**src/rtl/word_to_bytes_pkg.sv**
```systemverilog
// Shared constants for the byte<->word packer/serializer pair.
// The packer and the serializer must agree on these values so a loopback returns the original stream.
package word_to_bytes_pkg;

  localparam int BYTE_W          = 8;
  localparam int N_BYTES_DEFAULT = 9;
  localparam int WORD_W          = N_BYTES_DEFAULT * BYTE_W;

  // The byte index needs at least one bit, even when a word holds a single byte.
  function automatic int idx_w(input int n);
    return (n <= 1) ? 1 : $clog2(n);
  endfunction

endpackage

```
**src/rtl/word_to_bytes_if.sv**
```systemverilog
// Word-in / byte-out handshake bundle for the serializer.
// The master modport is the side that offers words and sinks bytes.
interface word_to_bytes_if
  import word_to_bytes_pkg::*;
#(
  parameter int N_BYTES = N_BYTES_DEFAULT
);

  logic                       in_ready;
  logic                       in_valid;
  logic [N_BYTES*BYTE_W-1:0]  in_bits;
  logic                       out_ready;
  logic                       out_valid;
  logic [BYTE_W-1:0]          out_bits;
  logic                       out_last;

  modport master (
    output in_valid, in_bits, out_ready,
    input  in_ready, out_valid, out_bits, out_last
  );

  modport slave (
    input  in_valid, in_bits, out_ready,
    output in_ready, out_valid, out_bits, out_last
  );

endinterface

```
**src/rtl/word_to_bytes.sv**
```systemverilog
// Serializes N_BYTES-wide words into a byte stream, LSB byte first.
// One word drains from cur while the following word waits in nxt, so words stream without bubbles.
module word_to_bytes
  import word_to_bytes_pkg::*;
#(
  parameter int N_BYTES = N_BYTES_DEFAULT
) (
  input  logic           clk,
  input  logic           reset,
  word_to_bytes_if.slave bus,
  output logic           idle
);

  localparam int            W        = N_BYTES * BYTE_W;
  localparam int            IW       = idx_w(N_BYTES);
  localparam logic [IW-1:0] LAST_IDX = IW'(N_BYTES - 1);

  logic          cur_valid;
  logic [W-1:0]  cur_data;
  logic [IW-1:0] idx;
  logic          nxt_valid;
  logic [W-1:0]  nxt_data;

  logic in_fire;
  logic out_fire;
  logic cur_done;
  logic cur_free;

  // in_ready comes only from registered state, never from out_ready.
  assign bus.in_ready  = ~nxt_valid & ~reset;
  assign bus.out_valid = cur_valid;
  assign bus.out_bits  = cur_data[BYTE_W-1:0];
  assign bus.out_last  = cur_valid & (idx == LAST_IDX);
  assign idle          = ~cur_valid & ~nxt_valid;

  assign in_fire  = bus.in_valid & bus.in_ready;
  assign out_fire = cur_valid & bus.out_ready;
  assign cur_done = out_fire & (idx == LAST_IDX);
  assign cur_free = ~cur_valid | cur_done;

  always_ff @(posedge clk) begin
    if (reset) begin
      cur_valid <= 1'b0;
      cur_data  <= '0;
      idx       <= '0;
      nxt_valid <= 1'b0;
      nxt_data  <= '0;
    end else if (cur_free) begin
      // A prefetched word takes priority; in_ready is low whenever nxt is full.
      if (nxt_valid) begin
        cur_valid <= 1'b1;
        cur_data  <= nxt_data;
        idx       <= '0;
        nxt_valid <= 1'b0;
      end else if (in_fire) begin
        cur_valid <= 1'b1;
        cur_data  <= bus.in_bits;
        idx       <= '0;
      end else begin
        cur_valid <= 1'b0;
      end
    end else begin
      if (out_fire) begin
        cur_data <= cur_data >> BYTE_W;
        idx      <= idx + IW'(1);
      end
      if (in_fire) begin
        nxt_valid <= 1'b1;
        nxt_data  <= bus.in_bits;
      end
    end
  end

endmodule
```
**src/flat_wrapper.sv**
```systemverilog
// flat-port wrapper written by rule: the top's interface ports become plain ports
module word_to_bytes_flat import word_to_bytes_pkg::*;
#(
  parameter int N_BYTES = N_BYTES_DEFAULT
)
  (clk, reset, idle, bus_in_valid, bus_in_bits, bus_out_ready, bus_in_ready, bus_out_valid, bus_out_bits, bus_out_last);
  word_to_bytes_if #(.N_BYTES(N_BYTES)) bus_i ();
  input  logic clk;
  input  logic reset;
  output logic idle;
  input wire logic [$bits(bus_i.in_valid)-1:0] bus_in_valid;
  input wire logic [$bits(bus_i.in_bits)-1:0] bus_in_bits;
  input wire logic [$bits(bus_i.out_ready)-1:0] bus_out_ready;
  output wire logic [$bits(bus_i.in_ready)-1:0] bus_in_ready;
  output wire logic [$bits(bus_i.out_valid)-1:0] bus_out_valid;
  output wire logic [$bits(bus_i.out_bits)-1:0] bus_out_bits;
  output wire logic [$bits(bus_i.out_last)-1:0] bus_out_last;
  assign bus_i.in_valid = bus_in_valid;
  assign bus_i.in_bits = bus_in_bits;
  assign bus_i.out_ready = bus_out_ready;
  assign bus_in_ready = bus_i.in_ready;
  assign bus_out_valid = bus_i.out_valid;
  assign bus_out_bits = bus_i.out_bits;
  assign bus_out_last = bus_i.out_last;
  word_to_bytes #(.N_BYTES(N_BYTES)) u_core (.clk(clk), .reset(reset), .bus(bus_i), .idle(idle));
endmodule
```
**config.mk**
```make
export PLATFORM = sky130hd
export DESIGN_NAME = word_to_bytes_flat
export DESIGN_NICKNAME = d
export VERILOG_FILES = /design/src/rtl/word_to_bytes_pkg.sv /design/src/rtl/word_to_bytes_if.sv /design/src/rtl/word_to_bytes.sv /design/src/flat_wrapper.sv
export SDC_FILE = /design/constraint.sdc
export NUM_CORES = 1
export LEC_CHECK = 0
export BUFFER_PORTS_ARGS = -buffer_cell sky130_fd_sc_hd__buf_2
export CAP_MARGIN = 5
export CORE_UTILIZATION = 60
export CTS_CLUSTER_SIZE = 24
export DETAILED_ROUTE_END_ITERATION = 8
export PLACE_DENSITY_LB_ADDON = 0.3
export SLEW_MARGIN = 10
export SYNTH_ARGS = -nofsm -noshare
export SYNTH_HDL_FRONTEND = slang
export SYNTH_SLANG_ARGS = --single-unit
```
**constraint.sdc**
```tcl
create_clock -name clk -period 4.2 [get_ports clk]
set_input_delay 0.21 -clock clk [delete_from_list [all_inputs] [get_ports clk]]
set_output_delay 0.21 -clock clk [all_outputs]
set_load 0.01 [all_outputs]
```
==> impl_metrics.tcl <==
set metrics [dict create \
    synthToLayoutAreaGrowth_pct 23.7 \
    cts_sinks 150 \
    cp.depth 5 \
    mostFrequentLayoutCells "149 x nand2_1, 149 x dfxtp_1, 87 x buf_2" \
    critical_path_class "reg -> reg" \
    period_minus_slack_ns 2.65 \
    die_h_um 108 \
    path_delay_family "compound AO/OA/AOI/OAI gates" \
    num_vias 5381 \
    yosys_most_used_dff "dfxtp_1" \
    io_pins 88 \
    tritoncts "done" \
    portBuffers 87 \
    slew_viol_final 0 \
    place_area_mm2 0.00702 \
    synth_cell_types 36 \
    cp.required_ns 4.64 \
    status "finished, final reports clean" \
    crit_chain "nor3b_2 > o211a_2 > buf_4 > nand2_1 > a21oi_1" \
    yosys.area.top_type "dfxtp_1" \
    synth_nets 757 \
    p_per_area_mw_per_mm2 412 \
    leakagePower_nw 3.32 \
    finalWorstSetupSlack_ns 1.55 \
    grt_overflow 0 \
    stdcell_area_mm2 0.00831 \
    dp_hpwl_um 9080 \
    min_path_type "in -> reg" \
    rows 38 \
    syn_area_mm2 0.00672 \
    wl_per_cell_um 16.5 \
    clk_pin_slew_ns 0.06 \
    worstRegToRegCells 5 \
    cts-htree-levels 4 \
    maxSlewHeadroom_pct 27.2 \
    rsz0062_at_grt "no" \
    max_freq_mhz 377 \
    seq_area_frac_synth_pct 44.7 \
    finalHoldViolations 0 \
    core_area_mm2 0.0109 \
    yosysTopAreaCellShare_pct 44.7 \
    critical_path.slowest_cell "dfxtp_4" \
    cts.path.max_buffers 2 \
    multiInputGateArea_mm2 0.00332 \
    critPathBufInv 1 \
    die-area_mm2 0.0116 \
    fill_cells 724 \
    grt_pass1_vias 5176 \
    async_reset_ff_share_pct 0 \
    yosysWarnings 0 \
    initial_utilization_pct 61.7 \
    cts_hold_buf 72 \
    layout.nets 880 \
    route.detailed.drc 0 \
    drt_iter0_drc 377 \
    slowest_delay_ns 0.65 \
    drive_above_1_share_pct 21.0 \
    numCtsBuffers 17 \
    end_kind "flop" \
    grt_pass1_wl_um 25400 \
    synth_cells 679 \
    cts_setup_buffers 0 \
    grt_max_degree 82 \
    track_usage_pct 28.3 \
    wl_um 15700 \
    clock_latency_ns 0.53 \
    gp_congestion 0.772 \
    dieWidth_um 108 \
    fin_crit_sh_pct 63.2 \
    seqCellArea_mm2 0.00301 \
    synth_edf_count 0 \
    antenna_left 0 \
    cap_violations 0 \
    antenna_found_initial 0 \
    cts_resized 0 \
    ys_top_cells_by_area "dfxtp_1 45%, mux2i_1 11%, o2bb2ai_1 8.3%" \
    viasPerCell 5.63 \
    pre_cts_ws_ns 1.57 \
    path_max_fanout 77 \
    cts_root_buf "clkbuf_8" \
    ir_drop_v 0.000252 \
    tightest_slew_ns 1.09 \
    arrival_ns 3.09 \
    synth.avg_cell_area_um2 9.89 \
    diodes 0 \
    first_pass_iters 4 \
    setup_tns_ns 0 \
    ys_ff_latch 150 \
    finalSetupViolations 0 \
    hold-worst-slack_ns 0.0279 \
    hold_depth 3 \
    startpoint_type "flop" \
    final.setup_skew_ns 0.00549 \
]
cells in the mapped netlist (2+ instances only):
master and instances:
dfxtp_1 150, nand2_1 149, a21oi_1 74, mux2i_1 72, o2bb2ai_1 64, mux2_1 38
buf_2 26, mux2_2 26, buf_4 21, clkbuf_1 10, o2bb2ai_2 8, buf_6 7
nor2_1 5, inv_1 3, a21oi_2 2, ha_1 2, nor3_1 2, o21ai_2 2
layer usage:
metal	up-vias	GRT usage, %	wire length (um)
li1	2642	-	-
met1	2551	37.5	7280
met2	160	45.2	7520
met3	28	5.75	629
met4	0	10.7	314
met5	-	0	0
sequential cells by signal (all words and copies together), names as in the netlist:
| name | cells |
|---|---|
| u_core.idx | 4 |
| u_core.nxt_valid | 1 |
| u_core.cur_data | 72 |
| u_core.nxt_data | 72 |
| u_core.bus.out_valid | 1 |
cell families after synthesis:
| logic type | share of synthesized area [%] |
|---|---|
| and+or+nand+nor | 9.89 |
| buffers and inverters | 6.24 |
| DFF | 44.7 |
| AOI/OAI and AO/OA | 17.3 |
| adders and majority gates | 0.373 |
| muxes | 21.5 |
worst register-to-register path, cell delays in order, from the launching register on:
cell and delay (ns):
dfxtp_4 0.65, nor3b_2 0.41, o211a_2 0.61, buf_4 0.55, nand2_1 0.15, a21oi_1 0.20
report_power, final:
group / total, mW / switching, mW / internal (mW) / leakage (nW)
logic: 0.409 / 0.206 / 0.203 / 1.82
registers: 1.56 / 0.0590 / 1.50 / 1.22
clock network: 1.45 / 0.561 / 0.887 / 0.278
worst paths after layout:
| kind | slack (ns) | startpoint | endpoint |
|---|---|---|---|
| max reg2reg | 1.55 | u_core.nxt_valid | u_core.nxt_data[51] |
| min | 0.03 | bus_in_valid | u_core.idx[0] |
| min reg2reg | 0.45 | u_core.nxt_data[40] | u_core.nxt_data[40] |
| max | 1.55 | u_core.nxt_valid | u_core.nxt_data[51] |
metrics by stage:
stage                     instances  utilization, %  power [mW]
after floorplan                 679               -        1.84
after global placement          851            64.5        1.93
after detailed placement        851            64.5        1.94
after CTS                       955            76.3        3.43
after global routing            955            76.3        3.54
final                           955            76.3        3.42
area by class of cell:
cell class	count	share of cell area (%)
timing repair buffer	168	14.7
inverter	4	0.181
clock inverter	9	1.21
multi-input combinational	461	40.0
clock buffer	23	5.62
sequential	150	36.2
tap	140	2.11
Note: power is estimated with default switching activity, not from simulation.
